==> src/rtl/gate_sequencer.sv <==
// gate_sequencer: multi-gate transfer sequencer driving sync / TX-start / RX-pull /
// transfer-clock strobes, with programmable burst length, gate mask, ready timeout and abort.
// Latency: start accepted in IDLE -> PRIME next cycle; min XFER spacing 2 cycles.
// Backpressure: waits in WAIT for all masked gates ready; after TIMEOUT cycles -> ERR.
//
// Ports:
//   i_clk, i_rst_n        clock, async active-low reset
//   i_start, i_abort      start request (IDLE only), abort (any non-IDLE state)
//   i_cycles              burst length (0 = continuous), latched at start
//   i_gate_mask           participating gates, latched at start
//   i_tx_ready/i_rx_ready per-gate readiness
//   o_gen_sync, o_tx_start, o_rx_pull, o_clock, o_busy, o_done, o_error  state strobes
//   o_stall_mask          gates not ready at timeout, held until next start
//   o_cycle_cnt           completed XFER count
module gate_sequencer #(
    parameter int GATE_NUMBER = 8,
    parameter int CYCLE_W     = 16,
    parameter int TIMEOUT     = 1024
) (
    input  logic                   i_clk,
    input  logic                   i_rst_n,
    input  logic                   i_start,
    input  logic                   i_abort,
    input  logic [CYCLE_W-1:0]     i_cycles,
    input  logic [GATE_NUMBER-1:0] i_gate_mask,
    input  logic [GATE_NUMBER-1:0] i_tx_ready,
    input  logic [GATE_NUMBER-1:0] i_rx_ready,
    output logic                   o_gen_sync,
    output logic                   o_tx_start,
    output logic                   o_rx_pull,
    output logic                   o_clock,
    output logic                   o_busy,
    output logic                   o_done,
    output logic                   o_error,
    output logic [GATE_NUMBER-1:0] o_stall_mask,
    output logic [CYCLE_W-1:0]     o_cycle_cnt
);

    localparam int TO_W = $clog2(TIMEOUT + 1);
    localparam logic [TO_W-1:0] TO_LAST = TO_W'(TIMEOUT - 1);

    typedef enum logic [2:0] {
        S_IDLE  = 3'd0,
        S_PRIME = 3'd1,
        S_WAIT  = 3'd2,
        S_XFER  = 3'd3,
        S_DONE  = 3'd4,
        S_ERR   = 3'd5
    } state_t;

    state_t                 r_state;
    state_t                 w_next;
    logic [CYCLE_W-1:0]     r_rem;
    logic [GATE_NUMBER-1:0] r_mask;
    logic [TO_W-1:0]        r_to_cnt;
    logic [CYCLE_W-1:0]     r_cycle_cnt;
    logic [GATE_NUMBER-1:0] r_stall;

    logic w_ready;
    logic w_last;
    logic w_timeout;
    logic w_start_ok;

    // Unmasked gates always count as ready, so an empty mask never stalls.
    assign w_ready    = &((i_tx_ready & i_rx_ready) | ~r_mask);
    // Continuous bursts latch 0 and never decrement, so this only fires for finite bursts.
    assign w_last     = (r_rem == CYCLE_W'(1));
    assign w_timeout  = (r_to_cnt == TO_LAST);
    assign w_start_ok = (r_state == S_IDLE) && i_start && !i_abort;

    always_comb begin
        w_next = r_state;
        case (r_state)
            S_IDLE:  if (w_start_ok) w_next = S_PRIME;
            S_PRIME: w_next = S_WAIT;
            S_WAIT: begin
                // Ready wins over timeout in the same cycle.
                if (w_ready)        w_next = S_XFER;
                else if (w_timeout) w_next = S_ERR;
            end
            S_XFER:  w_next = w_last ? S_DONE : S_WAIT;
            S_DONE:  w_next = S_IDLE;
            S_ERR:   w_next = S_IDLE;
            default: w_next = S_IDLE;
        endcase
        if (i_abort && (r_state != S_IDLE)) w_next = S_IDLE;
    end

    always_ff @(posedge i_clk or negedge i_rst_n) begin
        if (!i_rst_n) begin
            r_state     <= S_IDLE;
            r_rem       <= '0;
            r_mask      <= '0;
            r_to_cnt    <= '0;
            r_cycle_cnt <= '0;
            r_stall     <= '0;
        end else begin
            r_state <= w_next;

            if (w_start_ok) begin
                r_rem       <= i_cycles;
                r_mask      <= i_gate_mask;
                r_cycle_cnt <= '0;
                r_stall     <= '0;
            end

            // Fresh timeout window on every WAIT entry.
            if ((w_next == S_WAIT) && (r_state != S_WAIT))
                r_to_cnt <= '0;
            else if ((r_state == S_WAIT) && !w_ready)
                r_to_cnt <= r_to_cnt + 1'b1;

            // The XFER cycle has already issued its pull and clock, so it is
            // counted even if an abort arrives in the same cycle.
            if (r_state == S_XFER) begin
                r_cycle_cnt <= r_cycle_cnt + 1'b1;
                if (r_rem != '0) r_rem <= r_rem - 1'b1;
            end

            if ((r_state == S_WAIT) && (w_next == S_ERR))
                r_stall <= r_mask & ~(i_tx_ready & i_rx_ready);
        end
    end

    // Moore decodes only: no input reaches an output combinationally.
    assign o_gen_sync   = (r_state == S_IDLE);
    assign o_busy       = (r_state != S_IDLE);
    assign o_tx_start   = (r_state == S_PRIME) || ((r_state == S_XFER) && !w_last);
    assign o_rx_pull    = (r_state == S_XFER);
    assign o_clock      = (r_state == S_XFER);
    assign o_done       = (r_state == S_DONE);
    assign o_error      = (r_state == S_ERR);
    assign o_stall_mask = r_stall;
    assign o_cycle_cnt  = r_cycle_cnt;

endmodule

==> config.mk <==
export PLATFORM = sky130hd
export DESIGN_NAME = gate_sequencer
export DESIGN_NICKNAME = d
export VERILOG_FILES = /design/src/rtl/gate_sequencer.sv
export SDC_FILE = /design/constraint.sdc
export NUM_CORES = 1
export LEC_CHECK = 0
export ABC_AREA = 1
export CAP_MARGIN = 20
export CORE_UTILIZATION = 47
export DETAILED_ROUTE_END_ITERATION = 8
export PLACE_DENSITY = 0.84
export SYNTH_ARGS = -nofsm -noshare
export SYNTH_HDL_FRONTEND = slang
export SYNTH_SLANG_ARGS = --single-unit
export TNS_END_PERCENT = 50
==> constraint.sdc <==
create_clock -name i_clk -period 1.4 [get_ports i_clk]
set_input_delay 0.42 -clock i_clk [delete_from_list [all_inputs] [get_ports i_clk]]
set_output_delay 0.42 -clock i_clk [all_outputs]
set_load 0.1 [all_outputs]
==> metrics.cfg, run 1 <==
[status]
status=aborted with a tool error
haltStage=5_1_grt
error=[ERROR GRT-0232] Routing congestion too high. Check the congestion heatmap in the GUI.

[yosys]
syn_nets=527
synth_cells=478
ys_seq_area_share_pct=43.21
netlist_area_sq_mm=0.003591
ys_warn_count=0
ys_seq_elements=62
avgSynthCellArea_sq_um=7.512
synth_cell_types=34

[clock_network]
cts_buffers=9
cts.sinks=62
ctsHoldBuffers=0
clk_path_buf_depth=2
root_buffer=clkbuf_8
htree_levels=3

[grt]
grt_max_degree=63
grt_overflow=430
grt.total_usage_pct=88.95

[floorplanning]
start_util_pct=48.98
die_h_um=89.41
row_count=31
die_x_um=89.41
io_pins=75

[sta]
worst_path_end_type=primary output
grt-worst-endpoint=o_tx_start

[placement]
place.gp.congestion=0.8685
dp_hpwl_um=7846
io_buffers=74

## logic make-up after synthesis
group / after synthesis / share of synthesized area (%)
buffers and inverters: 72 / 8.606
AO/OA/AOI/OAI: 66 / 9.686
AND/OR/NAND/NOR: 253 / 31.78
multiplexers: 3 / 0.8363
XOR/XNOR: 17 / 4.146
adder cells (fa/ha/maj): 5 / 1.742
flip-flops: 62 / 43.21
## cell usage after synthesis
| library cell | instances | share of area, % |
|---|---|---|
| inv_1 | 53 | 5.5 |
| inv_6 | 1 | 0.24 |
| nor4_2 | 1 | 0.35 |
| nand3_2 | 4 | 1.1 |
| nor3_1 | 8 | 1.1 |
| a22o_1 | 1 | 0.24 |
| dfrtp_1 | 62 | 43 |
| nor2_1 | 46 | 4.8 |
| xor2_1 | 17 | 4.1 |
| buf_2 | 3 | 0.42 |
| mux2i_1 | 3 | 0.84 |
| nand2_2 | 5 | 0.87 |
| nand2_4 | 1 | 0.31 |
| o21a_1 | 1 | 0.21 |
| nor3_2 | 2 | 0.56 |
| nor2_4 | 4 | 1.3 |
| nor3_4 | 1 | 0.45 |
| ha_1 | 5 | 1.7 |
| o31ai_1 | 2 | 0.42 |
| o21ai_1 | 11 | 1.5 |
| o21ai_0 | 28 | 3.9 |
| buf_4 | 4 | 0.84 |
| a21oi_1 | 19 | 2.6 |
| clkbuf_1 | 2 | 0.21 |
| inv_2 | 7 | 0.73 |
| buf_6 | 2 | 0.63 |
| nand2_1 | 145 | 15 |
| nand4_4 | 1 | 0.59 |
| nor2_2 | 4 | 0.70 |
| a22oi_1 | 1 | 0.21 |
| nand4_1 | 3 | 0.52 |
| nand3b_1 | 1 | 0.21 |
| o22ai_1 | 3 | 0.52 |
| nand3_1 | 27 | 3.8 |
## through the flow
step                instance area, sq um  worst slack [ns]  utilization [%]  std cells  setup TNS [ns]
floorplan                           3782           -0.3600                -        478          -4.542
global placement                    5564           -0.6254            75.90        734          -30.10
detailed placement                  5564           -0.7844            75.90        734          -35.02
CTS                                 6716           -0.6521            91.62        818          -14.18
## repair_timing
item                       4_1_cts
gates cloned                     4
setup buffers                   67
setup endpoints to repair       87
gates resized for setup        152
pin swaps                       63
## routing by layer
layer / GRT overflow / global-route usage (%)
met5: 0 / 10.39
met1: 3 / 83.03
met4: 113 / 110.0
met2: 312 / 118.5
met3: 2 / 56.79
==> run 2: changes to the inputs <==
--- a/config.mk
+++ b/config.mk
@@ -7,9 +7,9 @@
 export LEC_CHECK = 0
 export ABC_AREA = 1
 export CAP_MARGIN = 20
-export CORE_UTILIZATION = 47
+export CORE_UTILIZATION = 40
 export DETAILED_ROUTE_END_ITERATION = 8
-export PLACE_DENSITY = 0.84
+export PLACE_DENSITY_LB_ADDON = 0.15
 export SYNTH_ARGS = -nofsm -noshare
 export SYNTH_HDL_FRONTEND = slang
 export SYNTH_SLANG_ARGS = --single-unit
==> constraint.sdc (replaced) <==
create_clock -name i_clk -period 1.8 [get_ports i_clk]
set_input_delay 0.54 -clock i_clk [delete_from_list [all_inputs] [get_ports i_clk]]
set_output_delay 0.54 -clock i_clk [all_outputs]
set_load 0.1 [all_outputs]
==> metrics.cfg, run 2 <==
[status]
status=finished with violations
violations=negative setup slack

[routing]
drt_first_iter_violations=150
wl_per_cell_um=13.32
vias=3581
detail-route-antenna-nets=0
first_pass_iters=4
viasPerCell=4.872
totalWireLength_um=9793
drc=0

[clock_network]
ctsHoldBuffers=0  ; unchanged
cts.sinks=62  ; unchanged
insertion_delay_ns=0.35
cts.reportedPaths.clkPinSlew_ns=0.08
htree_levels=3  ; unchanged
root_buffer=clkbuf_8
clk_path_buf_depth=2  ; unchanged
tritoncts=done
cts_buffers=9  ; unchanged

[sta]
worst_pin_slew_ns=0.3871
hold_violations=0
clock.fmax_mhz=469.5
setup_ws_ns=-0.3300
layout_min_cycle_time_ns=2.130
rsz0062_at_grt=true
post-route-period-util_pct=118.3
maxSlewHeadroom_pct=74.05
setup_viol=7
timing.clock.skew_ns=0.01120
slew_violations=0

[grt]
grt.total_usage_pct=20.58
grt_overflow=0
grt_max_degree=63
grt_pass1_vias=3413
antenna_found_initial=0
grt_pass1_wl_um=15590

[yosys]
synth_top_area_share_pct=43.21  ; unchanged
yosysMostFrequentCell=nand2_1
synth-main-ff-cell=dfrtp_1
netlist_area_sq_mm=0.003591  ; unchanged
synth_cells=478  ; unchanged
ys_warn_count=0  ; unchanged
syn_nets=527  ; unchanged
ys_seq_elements=62  ; unchanged
synth.area.top_cells=dfrtp_1 43%, nand2_1 15%, inv_1 5.5%
synth_edf_count=0  ; unchanged
ys_seq_area_share_pct=43.21  ; unchanged
synth-async-reset-ratio_pct=100.0  ; unchanged
ys_top_cells_by_count=145 x nand2_1, 62 x dfrtp_1, 53 x inv_1, 46 x nor2_1, 28 x o21ai_0
yosysTopAreaCell=dfrtp_1
synth_cell_types=34  ; unchanged
avgSynthCellArea_sq_um=7.512  ; unchanged

[floorplanning]
die_h_um=96.75  ; +8.2%
design.core.area_sq_mm=0.008721
io_pins=75  ; unchanged
row_count=34  ; +9.7%
fp.dieArea_sq_mm=0.009361
start_util_pct=41.18  ; -7.8 points
die_x_um=96.75  ; +8.2%

[placement]
place.gp.congestion=0.8251  ; -5.0%
io_buffers=74  ; unchanged
dp_hpwl_um=6659  ; -15%
dp.cells=695  ; -5.3%

[worst_setup_path]
rr_endpoint=r_rem[5]$_DFF_PN0_
reg2reg_depth=13
crit_type=register to primary output
r2r_start=r_state[1]$_DFF_PN0_
end_kind=primary output
rrSetupSlack_ns=0.03
critPathArrivalTime_ns=1.59
crit_start=r_rem[1]$_DFF_PN0_
crit_fanout=2
endpoint=o_tx_start
startpoint_type=register
worst_ep_required_time_ns=1.26

[final_layout]
nFillCells=740
seqCellArea_sq_mm=0.001578
syn2layout_area_growth_pct=60.10
layout_common_cells=135 x nand2_1, 58 x buf_4, 49 x inv_1, 49 x dfrtp_1, 42 x clkdlybuf4s50_1
final_common_cell=nand2_1
diodes=0
fin_util_pct=65.93
multi_input_area_sq_mm=0.001916
final_nets=671
drive_above_1_share_pct=30.46
instances_no_fill=735

[job]
drv_cap=0

[power]
ir_worst_vdd_uv=482.0
powerDensity_mw_per_mm2=1203
p_leak_nw=2.669

[hold_path]
hp-class=input pin to async pin

-- run 2: cell counts after synthesis --
Identical to the previous run, type by type.
-- run 2: layout make-up --
type	instances	area share [%]
Timing Repair Buffer	142	28.55
Clock inverter	7	1.697
Multi-Input combinational cell	346	33.32
Inverter	61	4.483
Sequential cell	62	27.44
Tap cell	108	2.350
Clock buffer	9	2.155
-- run 2: worst max-delay path: stages, from the launching register on --
cell        delay, ns
dfrtp_1          0.40
inv_2            0.09
ha_4             0.13
nand2_1          0.04
inv_1            0.06
nand4_1          0.14
nand2_2          0.12
clkinvlp_4       0.10
buf_12           0.17
-- run 2: metal layers --
metal	GRT usage, %	vias up	wire length [um]
met4	8.611	0	180
met2	34.72	85	4908
met1	25.79	1677	4267
met5	0	-	0
li1	-	1806	-
met3	3.902	13	437
-- run 2: repair_timing --
item / CTS / global route
setup endpoints to repair: 18 / 55
gates resized for setup: 10 / 41
pin swaps: 7 / 14
setup buffers: 15 / 6
gates cloned: 0 / 3
-- run 2: stage by stage --
step | cell area, sq um | power (mW) | hold slack, ns | setup TNS (ns) | setup slack (ns)
6_report | 5749 | 6.916 | 0.1866 | -0.6825 | -0.3300
5_1_grt | 5749 | 7.362 | 0.2082 | -2.412 | -0.4669
4_1_cts | 5545 | 6.633 | 0.1988 | -0.8083 | -0.3608
3_5_place_dp | 5169 | 4.978 | 0.4649 | -14.43 | -0.4297
3_3_place_gp | 5169 | 4.907 | 0.4630 | -12.75 | -0.3583
2_1_floorplan | 3702 | 3.785 | 0.2444 | -0.1597 | -0.05733
-- run 2: how the worst min path moves through the flow --
stage	slack [ns]	endpoint
floorplan	0.24	o_cycle_cnt[10]$_DFFE_PN0P_
global placement	0.46	r_mask[4]$_DFFE_PN0P_
detailed placement	0.46	r_mask[6]$_DFFE_PN0P_
CTS	0.20	r_rem[7]$_DFF_PN0_
global route	0.21	r_rem[10]$_DFF_PN0_
finish	0.19	r_rem[6]$_DFF_PN0_
-- run 2: cell families (layout without fill, tap and decap cells) --
logic type / count (synthesis) / in the layout / synth area share [%]
simple gates: 253 / 255 / 31.78
buf+inv: 72 / 219 / 8.606
compound gates: 66 / 66 / 9.686
flops: 62 / 62 / 43.21
xor+xnor: 17 / 17 / 4.146
fa+ha+maj: 5 / 5 / 1.742
mux: 3 / 3 / 0.8363
-- run 2: power by group --
part	switching [mW]	total, mW	internal [mW]
combinational	1.93	3.52	1.58
sequential	0.251	1.99	1.74
clock	0.626	1.41	0.784
total	2.81	6.92	4.10
No activity file was read; power rests on OpenSTA's default activity.
==> edit 1 (settings of run 2) <==
Reset style: synchronous (`i_rst_n`), changed in one clocked block. Comments in the files are not updated.
--- a/src/rtl/gate_sequencer.sv
+++ b/src/rtl/gate_sequencer.sv
@@ -87,5 +87,5 @@
     end
 
-    always_ff @(posedge i_clk or negedge i_rst_n) begin
+    always_ff @(posedge i_clk) begin
         if (!i_rst_n) begin
             r_state     <= S_IDLE;
Formal check against the unedited RTL: differs if i_rst_n is asserted again (counterexample within 4 cycles, from zero or initial values and one cycle with i_rst_n low); with i_rst_n held inactive, the same outputs for 10 cycles.
==> edit 1 against run 2 <==
Synthesized area is 3.8% lower; count of clock-buffer cells in the layout unchanged; non-clock buffer count is 13 lower; worst setup slack improved by 140 ps; routed wire length shrank 3.9%; design area shrank 5.3%; clock skew grew 1.5 ps; sequential cell count stayed put; worst hold slack improved by 280 ps; critical path depth is 1 lower; register-to-register slack got worse by 80 ps; highest routed layer unchanged; the flow still finishes with violations (negative setup slack).
Power is not compared: it rests on default switching activity, and its combinational part moved more than twofold at a synthesized area within 25%.
==> edit 1: results <==
[status]
status = "finished, violations left"
violations = "negative setup slack"

[setup_path]
worstReg2RegStart = "r_rem[8]"
worstSetupStartpoint = "r_rem[6]"
cp_max_fo = 4

[yosys]
synth_area_leaders = "dfxtp_1 36%, nand2_1 15%, nor2_1 8.0%"
synth_cell_types = 35
syn-num-nets = 578
seq_area_frac_synth_pct = 35.9
async_reset_ff_share_pct = 0
syn_inst = 529

[grt]
grt_util_all_layers_pct = 21.8
grtUsageMet3_pct = 4.03
grt_max_degree = 20
use_met2_pct = 36.3
grt_pass1_vias = 3459

[drt]
wl_met3_um = 439
wl_met2_um = 4540
met1_length_um = 4180
vias_per_cell = 4.92

[sta]
setup_viol = 12
hold-worst-slack_ps = 467
worst_slack_ps = -194
fin_skew_ps = 12.7
slew_headroom_pct = 76.4

[placement]
gp_congestion = 0.842
dp_hpwl_um = 6640
dp_slack_ps = -343

[cells_and_area]
layout.nets = 702
instances_no_fill = 763
[edit 1: cell types whose count changed after synthesis, moves of 6 or more]
| cell | before | now |
|---|---|---|
| inv_1 | 53 | 44 |
| nand2_1 | 145 | 136 |
| dfxtp_1 | 0 | 62 |
| xnor2_1 | 0 | 6 |
| dfrtp_1 | 62 | 0 |
| o21ai_1 | 11 | 19 |
| a21oi_1 | 19 | 54 |
| xor2_1 | 17 | 9 |
| nor2_1 | 46 | 74 |
[edit 1: timing repair]
action	in CTS	in global routing
buffers inserted	12	7
gates resized for setup	27	37
endpoints found under the setup margin	7	41
pin swaps	6	9
hold buffers	0	0
endpoints found under the hold margin	0	0
[edit 1: area by class of cell]
cell class              count  area (sq um)
well taps                 105           131
multi-input cells         396          2060
clock buffers               9           124
clock inverters             7          50.0
fillers                   702          2860
repair buffers            129          1560
flip-flops and latches     62          1290
inverters                  55           231
[edit 1: worst max-delay path, delay by kind of cell (launching register included)]
family | cells | cell delay (ps)
simple gates | 6 | 570
flops | 1 | 360
buf+inv | 1 | 160
==> edit 2 (flow settings as in run 2) <==
Without the edit above. Set the parameter `CYCLE_W` to 32 (it was 16).
--- a/src/rtl/gate_sequencer.sv
+++ b/src/rtl/gate_sequencer.sv
@@ -15,5 +15,5 @@
 module gate_sequencer #(
     parameter int GATE_NUMBER = 8,
-    parameter int CYCLE_W     = 16,
+    parameter int CYCLE_W     = 32,
     parameter int TIMEOUT     = 1024
 ) (
Ports: changed (resized i_cycles and o_cycle_cnt); port bits go from 75 to 107. No check against the original RTL was run, so the function may have changed too.
==> edit 2 against run 2 <==
The flow still finishes with violations (negative setup slack); worst setup slack got worse by 79 ps; routed wire length rose by 74%; first-iteration DRC count increased to 3.0 times the old value; clock power increased by 58%; power is 44% higher; synthesized area is 64% higher; sequential cell count rose by 32; design area increased by 61%.
==> edit 2: results <==
[cells_and_area]
layout-drive-gt1-share_pct = 29.5
layout.nets = 1124
nFillCells = 1236

[placement]
post_dp_cell_area_sq_mm = 0.00840
dp_slack_ps = -351
io_buffer_count = 106
gp_congestion = 0.869
dp_hpwl_um = 12500
place_inst = 1207

[setup_path]
worstPathArrival_ps = 1670
rr_worst_depth = 15
rr_endpoint = "o_stall_mask[1]"
r2r_slack_ps = -90
worstReg2RegStart = "r_rem[0]"
cp_top_family = "simple AND/OR/NAND/NOR gates"
slowest_delay_ps = 380

[sta]
fin_tns_setup_ps = -1750
fin_skew_ps = 11.8
worst_slack_ps = -409
slew_headroom_pct = 77.9
setup_viol = 15
hold-worst-slack_ps = 72.5

[yosys]
synthAdderAreaFrac_pct = 1.06
synth_compound_area_share_pct = 8.58
synth_xor_area_share_pct = 5.34
synth_area_leaders = "dfrtp_1 40%, nand2_1 17%, nor2_1 6.3%"
syn-num-nets = 910
yosys-top-cells-count = "275 x nand2_1, 99 x nor2_1, 94 x dfrtp_1"
yosys-mux-area-fraction_pct = 0.339
syn_inst = 845
synth_cell_types = 44

[status]
status = "finished, violations left"
violations = "negative setup slack"

[drt]
dr.pass1.iters = 5
routed_wl_um = 17100
vias_per_cell = 4.97
drt_iter0_drc = 449
wl_per_cell_um = 13.7

[grt]
grt_max_degree = 38
grt_pass1_vias = 5870
grt_pass1_wl_um = 27900
grt_util_all_layers_pct = 23.6

[cts]
root_buffer = "clkbuf_16"

[power]
power_density_mw_per_mm2 = 1070
ir_worst_vdd_mv = 0.659
## edit 2: changes by cell type after synthesis, sizes merged, moves of 11 or more
cell	before	now
inv	61	95
nor2	54	108
xor2	17	28
nand2	151	279
o21ai	39	67
dfrtp	62	94
nand4	4	25
nand3	31	53
nor3	11	24
## edit 2: logic make-up (layout without fill, tap and decap cells)
logic type               count (synthesis)  in the layout
AND/OR/NAND/NOR                        498            498
adder cells (fa/ha/maj)                  5              5
buffers and inverters                  117            336
XOR/XNOR                                36             36
AO/OA/AOI/OAI                           93             93
flip-flops                              94             94
multiplexers                             2              2
## edit 2: timing repair
action	in CTS	in global routing
pin swaps	10	26
cloned	1	1
gates resized for setup	23	65
hold endpoints to repair	0	0
setup buffers	10	15
endpoints found under the setup margin	7	69
## edit 2: layout make-up
type | instances | area share, %
well taps | 184 | 2.49
clock buffers | 9 | 2.43
clock inverters | 7 | 1.32
multi-input cells | 634 | 36.3
flip-flops and latches | 94 | 25.9
repair buffers | 224 | 27.3
repair inverters | 1 | 0.0946
inverters | 95 | 4.22
## edit 2: worst max-delay path by stage
stage	startpoint	to	slack [ps]	cells past startpoint
after floorplan	r_rem[1]	o_tx_start	-190	9
after global placement	i_tx_ready[5]	r_to_cnt[8]	-330	12
after detailed placement	i_tx_ready[5]	r_to_cnt[8]	-350	12
after CTS	r_rem[1]	o_tx_start	-450	10
after global routing	r_rem[1]	o_tx_start	-480	10
final	r_rem[6]	o_tx_start	-410	7
## edit 2: power by group
group	total [uW]	switching [uW]	internal, uW
sequential	3010	396	2610
combinational	4690	2550	2140
clock	2230	871	1360
## edit 2: layer usage
layer	share of wire [%]	vias up	GRT usage, %
met2	46	195	37.1
met5	0	-	0
met4	1.9	0	9.04
li1	-	3135	-
met1	46	2846	32.5
met3	5.9	28	3.92
